===== config.mk =====
export PLATFORM = sky130hd
export DESIGN_NAME = bios_request_unit
export DESIGN_NICKNAME = d
export VERILOG_FILES = /design/src/rtl/bios_request_unit.sv
export SDC_FILE = /design/constraint.sdc
export NUM_CORES = 1
export LEC_CHECK = 0
export ABC_AREA = 0
export CELL_PAD_IN_SITES_DETAIL_PLACEMENT = 0
export CELL_PAD_IN_SITES_GLOBAL_PLACEMENT = 1
export CORE_UTILIZATION = 28
export DETAILED_ROUTE_END_ITERATION = 7
export MAX_ROUTING_LAYER = met4
export PLACE_DENSITY_LB_ADDON = 0.1
export SYNTH_ARGS = -nofsm -noshare
export SYNTH_HDL_FRONTEND = slang
export SYNTH_SLANG_ARGS = --single-unit

===== constraint.sdc =====
create_clock -name clk -period 3.3 [get_ports clk]
set_input_delay 0.66 -clock clk [delete_from_list [all_inputs] [get_ports clk]]
set_output_delay 0.66 -clock clk [all_outputs]
set_load 0.01 [all_outputs]

===== src/rtl/bios_request_unit.sv =====
// bios_request_unit: issues BIOS-class instructions to the BIOS bus and retires their responses
module bios_request_unit #(
    parameter int PC_TIMEOUT = 16,
    parameter int TMO_W      = 5
) (
    input  logic        clk,
    input  logic        rst,
    input  logic        instr_valid,
    input  logic [7:0]  instr_opcode,
    input  logic [31:0] instr_operand,
    input  logic [4:0]  instr_rd,
    output logic        instr_ready,
    input  logic        pipe_retire,
    output logic [0:7]  processor_opcode_operation,
    output logic [31:0] processor_info,
    input  logic [31:0] bios_info,
    input  logic        write_process_pc,
    output logic        done_inst,
    output logic        rf_we,
    output logic [4:0]  rf_waddr,
    output logic [31:0] rf_wdata,
    output logic        pc_load,
    output logic [31:0] pc_load_value,
    output logic        stall,
    output logic        illegal_op
);
    typedef enum logic [1:0] {IDLE, ISSUE, RESP, WAITPC} state_t;
    typedef enum logic [1:0] {C_NONE, C_SINGLE, C_RESP, C_GRANT} cls_t;

    function automatic cls_t cls_of(input logic [7:0] op);
        return (op == 8'hB0 || op == 8'hB3) ? C_RESP :
               (op == 8'hB1 || op == 8'hB2 || op == 8'hB4 || op == 8'hB5 || op == 8'h01) ? C_SINGLE :
               (op == 8'h03) ? C_GRANT : C_NONE;
    endfunction

    state_t            state, state_n;
    logic [7:0]        op_q;
    logic [31:0]       opd_q;
    logic [4:0]        rd_q;
    logic [TMO_W-1:0]  cnt;
    logic              ill_q;
    cls_t              in_cls, q_cls;
    logic              grant, tmo, done_i;

    assign in_cls = cls_of(instr_opcode);
    assign q_cls  = cls_of(op_q);

    always_comb begin
        grant   = (state == WAITPC) && write_process_pc;
        tmo     = (state == WAITPC) && !write_process_pc && (cnt == TMO_W'(PC_TIMEOUT - 1));
        done_i  = ((state == ISSUE) && (q_cls == C_SINGLE)) || (state == RESP) || grant || tmo;
        state_n = state;
        case (state)
            IDLE:    state_n = (instr_valid && in_cls != C_NONE) ? ISSUE : IDLE;
            ISSUE:   state_n = (q_cls == C_RESP) ? RESP : (q_cls == C_GRANT) ? WAITPC : IDLE;
            RESP:    state_n = IDLE;
            default: state_n = (grant || tmo) ? IDLE : WAITPC;
        endcase
    end

    always_ff @(posedge clk or posedge rst) begin
        if (rst) begin
            state <= IDLE;
            op_q  <= 8'h00;
            opd_q <= 32'd0;
            rd_q  <= 5'd0;
            cnt   <= '0;
            ill_q <= 1'b0;
        end else begin
            state <= state_n;
            ill_q <= (state == IDLE) && instr_valid && (in_cls == C_NONE);
            cnt   <= (state == ISSUE) ? '0 : (state == WAITPC) ? cnt + 1'b1 : cnt;
            if (state == IDLE && instr_valid && in_cls != C_NONE) begin
                op_q  <= instr_opcode;
                opd_q <= instr_operand;
                rd_q  <= instr_rd;
            end
        end
    end

    // Only SETQUANTUM and SETPC carry an operand onto the bus
    assign processor_opcode_operation = (state == ISSUE) ? op_q : 8'h00;
    assign processor_info = (state == ISSUE && (op_q == 8'hB4 || op_q == 8'h03)) ? opd_q : 32'd0;
    assign instr_ready    = (state == IDLE);
    assign stall          = (state != IDLE);
    assign done_inst      = pipe_retire || done_i;
    assign rf_we          = (state == RESP);
    assign rf_waddr       = rf_we ? rd_q : 5'd0;
    assign rf_wdata       = rf_we ? bios_info : 32'd0;
    assign pc_load        = grant;
    assign pc_load_value  = grant ? opd_q : 32'd0;
    assign illegal_op     = ill_q || tmo;
endmodule

==> impl_metrics.tcl, run 1 <==
set metrics [dict create \
    place_congestion 0.746 \
    cts_max_level 2 \
    pin_count 197 \
    status "complete, no violations" \
    synth_top_family_by_area "simple AND/OR/NAND/NOR gates" \
    synth_compound_area_share_pct 3.68 \
    wirelength_um 8850 \
    clock-sinks 53 \
    fp.dieArea_um2 11200 \
    grt_setup_unrepaired "yes" \
    yosysSeqAreaShare_pct 43.9 \
    startpoint_type "flop" \
    cts_buffers 5 \
    syn-cell-area_um2 3020 \
    drc 0 \
    routed_via_density 4.49 \
    antennaDiodeCount 0 \
    final_layout_size_suffix_gt1_share_pct 14.1 \
    grt_pass1_vias 2789 \
    use_met1_pct 20.7 \
    cp_max_fo 12 \
    p_leak_uw 0.00247 \
    fp.dieW_um 106 \
    period_share_pct 96.9 \
    finalNonFillerCells 619 \
    core-area_um2 10400 \
    synth_top_area_cell "dfrtp_1" \
    final_antenna_net_count 0 \
    synthTopCellsByCount "66 x and2_1, 53 x dfrtp_1, 46 x and3_1" \
    grt-ovfl-total 0 \
    grt_use_total_pct 16.0 \
    synth-seq-cells 53 \
    synth_most_common_cell "and2_1" \
    finalHoldViolations 0 \
    hpwl_um 6730 \
    ctsRootBufferMaster "clkbuf_8" \
    drtIter0Drc 121 \
    syn_avg_cell_area_um2 10.4 \
    synth_xor_xnor_area_share_pct 0 \
    synthArstFlopShare_pct 100 \
    grt.met3_usage_pct 3.00 \
    synth.net_count 374 \
    setup_viol 0 \
    grt_use_met2_pct 26.5 \
    area_growth_pct 73.6 \
    crit_type "flop to primary output" \
    critical_path.max_stage_delay_ns 0.56 \
    fin_skew_ns 0.00416 \
    max_freq_ghz 0.313 \
    grt_pass1_wl_um 14000 \
    tightest_slew_ns 0.665 \
    synthFlopType "dfrtp_1" \
    total_power_uw 1470 \
    die_h_um 106 \
    crit_required_ns 2.64 \
    dpl.cell_count 610 \
    synth.top_cell.area_share_pct 43.9 \
    muxShareOfSynthArea_pct 17.8 \
    vdd_drop_max_mv 0.200 \
    critical_path_arrival_ns 2.54 \
    max_slew_margin_pct 55.6 \
    synthAdderAreaFrac_pct 0.828 \
    min_period_ns 3.20 \
    synth_edf_count 0 \
    synth_simple_gate_area_share_pct 29.2 \
    syn_inst 290 \
    synth_cell_type_count 30 \
    via_count 2780 \
    firstDrtPassIters 5 \
    port-buffer-count 196 \
    rows 37 \
    wl_per_cell_um 14.3 \
    cts_tree "done" \
    cp_slowest_cell "or4b_4" \
    cts_buffer_depth 2 \
    synth_area_leaders "dfrtp_1 44%, and2_1 14%, mux2_2 13%" \
    clk_latency_ns 0.30 \
    max_cap_viol_count 0 \
    ys_warn_count 0 \
    clk_pin_slew_ns 0.09 \
    top_usage_layer "met2" \
    antenna_found_initial 0 \
    crit_path_end_kind "primary output" \
    finalCoreUtilization_pct 50.4 \
    num-nets-final 566 \
    postCtsHoldBufs 0 \
    hp-class "flop to flop" \
    start_util_pct 29.0 \
    finalMaxSlewViolations 0 \
    crit_chain "or4b_4, nor4_2, o21a_1, buf_4, and2_1, clkdlybuf4s50_1" \
    p_per_area_nw_per_um2 280 \
    fillers 978 \
    grt_max_degree 41 \
]
[sequential cells by signal (all words and copies together) (netlist names)]
signal / cells
cnt: 5
ill_q: 1
op_q: 8
opd_q: 32
rd_q: 5
state: 2
[power by group]
| group | switching, uW | leakage (uW) | total, uW | internal, uW |
|---|---|---|---|---|
| combinational | 72.2 | 0.00173 | 273 | 201 |
| clock | 204 | 0.0000450 | 352 | 148 |
| sequential | 84.6 | 0.000692 | 844 | 759 |
| total | 361 | 0.00247 | 1470 | 1110 |
[kinds of logic after synthesis]
family / Yosys count
simple gates: 144
flops: 53
mux: 45
buf+inv: 29
compound gates: 17
fa+ha+maj: 2
[path summary, 6_finish.rpt]
kind                                from  slack (ns)                end  cells after the start
worst max-delay path             op_q[2]        0.10  processor_info[7]                      6
worst min-delay path             rd_q[0]        0.50            rd_q[0]                      1
worst max register to register  state[0]        1.37          opd_q[16]                      4
worst min register to register   rd_q[0]        0.50            rd_q[0]                      1
max in group asynchronous            rst        1.83             cnt[1]                      3
min in group asynchronous            rst        0.78           opd_q[5]                      2
[per-layer routing]
layer	vias up	routed length (um)
met1	1274	4010
met3	5	608
met5	-	0
met4	0	57
li1	1371	-
met2	130	4180
[cells in the final DEF (no fill, tap or decap), types with 3 or more instances in the layout]
cell type and n:
nand2b_1 3, inv_1 6, nor2_1 6, dfrtp_1 53
a21oi_1 4, clkdlybuf4s50_1 191, clkbuf_8 5, buf_4 9
nand2_1 6, nand3_1 4, dlymetal6s2s_1 5, mux2_4 9
and2_1 66, o21ai_0 7, mux2_2 34, and3_1 46
[worst max-delay path, delay by kind of cell (launching register included)]
family / cells / cell delay (ns)
buffers and inverters: 2 / 0.73
AND/OR/NAND/NOR: 3 / 0.90
AO/OA/AOI/OAI: 1 / 0.19
flip-flops: 1 / 0.42
[timing repair]
item	4_1_cts	5_1_grt
endpoints found under the hold margin	0	0
resized for setup	2	6
endpoints found under the setup margin	32	32
setup buffers	0	1
pin swaps	1	1
[area by class of cell]
type	count	area [um2]	area share, %
clock buffer	6	72.6	1.38
clock inverter	2	10.0	0.191
inverter	7	26.3	0.501
multi-input combinational	208	1570	29.9
sequential	53	1330	25.3
tap	136	170	3.24
timing repair buffer	207	2070	39.5
[per-stage QoR]
step	instance area (um2)	hold WS (ns)	worst slack, ns	TNS [ns]
global placement	5130	0.482	0.270	0
global route	5250	0.523	-0.0437	-0.464
detailed placement	5130	0.484	0.230	0
floorplan	3020	0.471	0.830	0
CTS	5230	0.507	0.0327	0
finish	5250	0.503	0.101	0
Power figures use the tool's default switching activity.
==> run 2: changes to the inputs <==
--- a/config.mk
+++ b/config.mk
@@ -6,6 +6,7 @@
 export NUM_CORES = 1
 export LEC_CHECK = 0
 export ABC_AREA = 0
+export CAP_MARGIN = 20
 export CELL_PAD_IN_SITES_DETAIL_PLACEMENT = 0
 export CELL_PAD_IN_SITES_GLOBAL_PLACEMENT = 1
 export CORE_UTILIZATION = 28
==> results of run 2 <==
No change in the layout: final DEF, timing and power equal those of run 1.
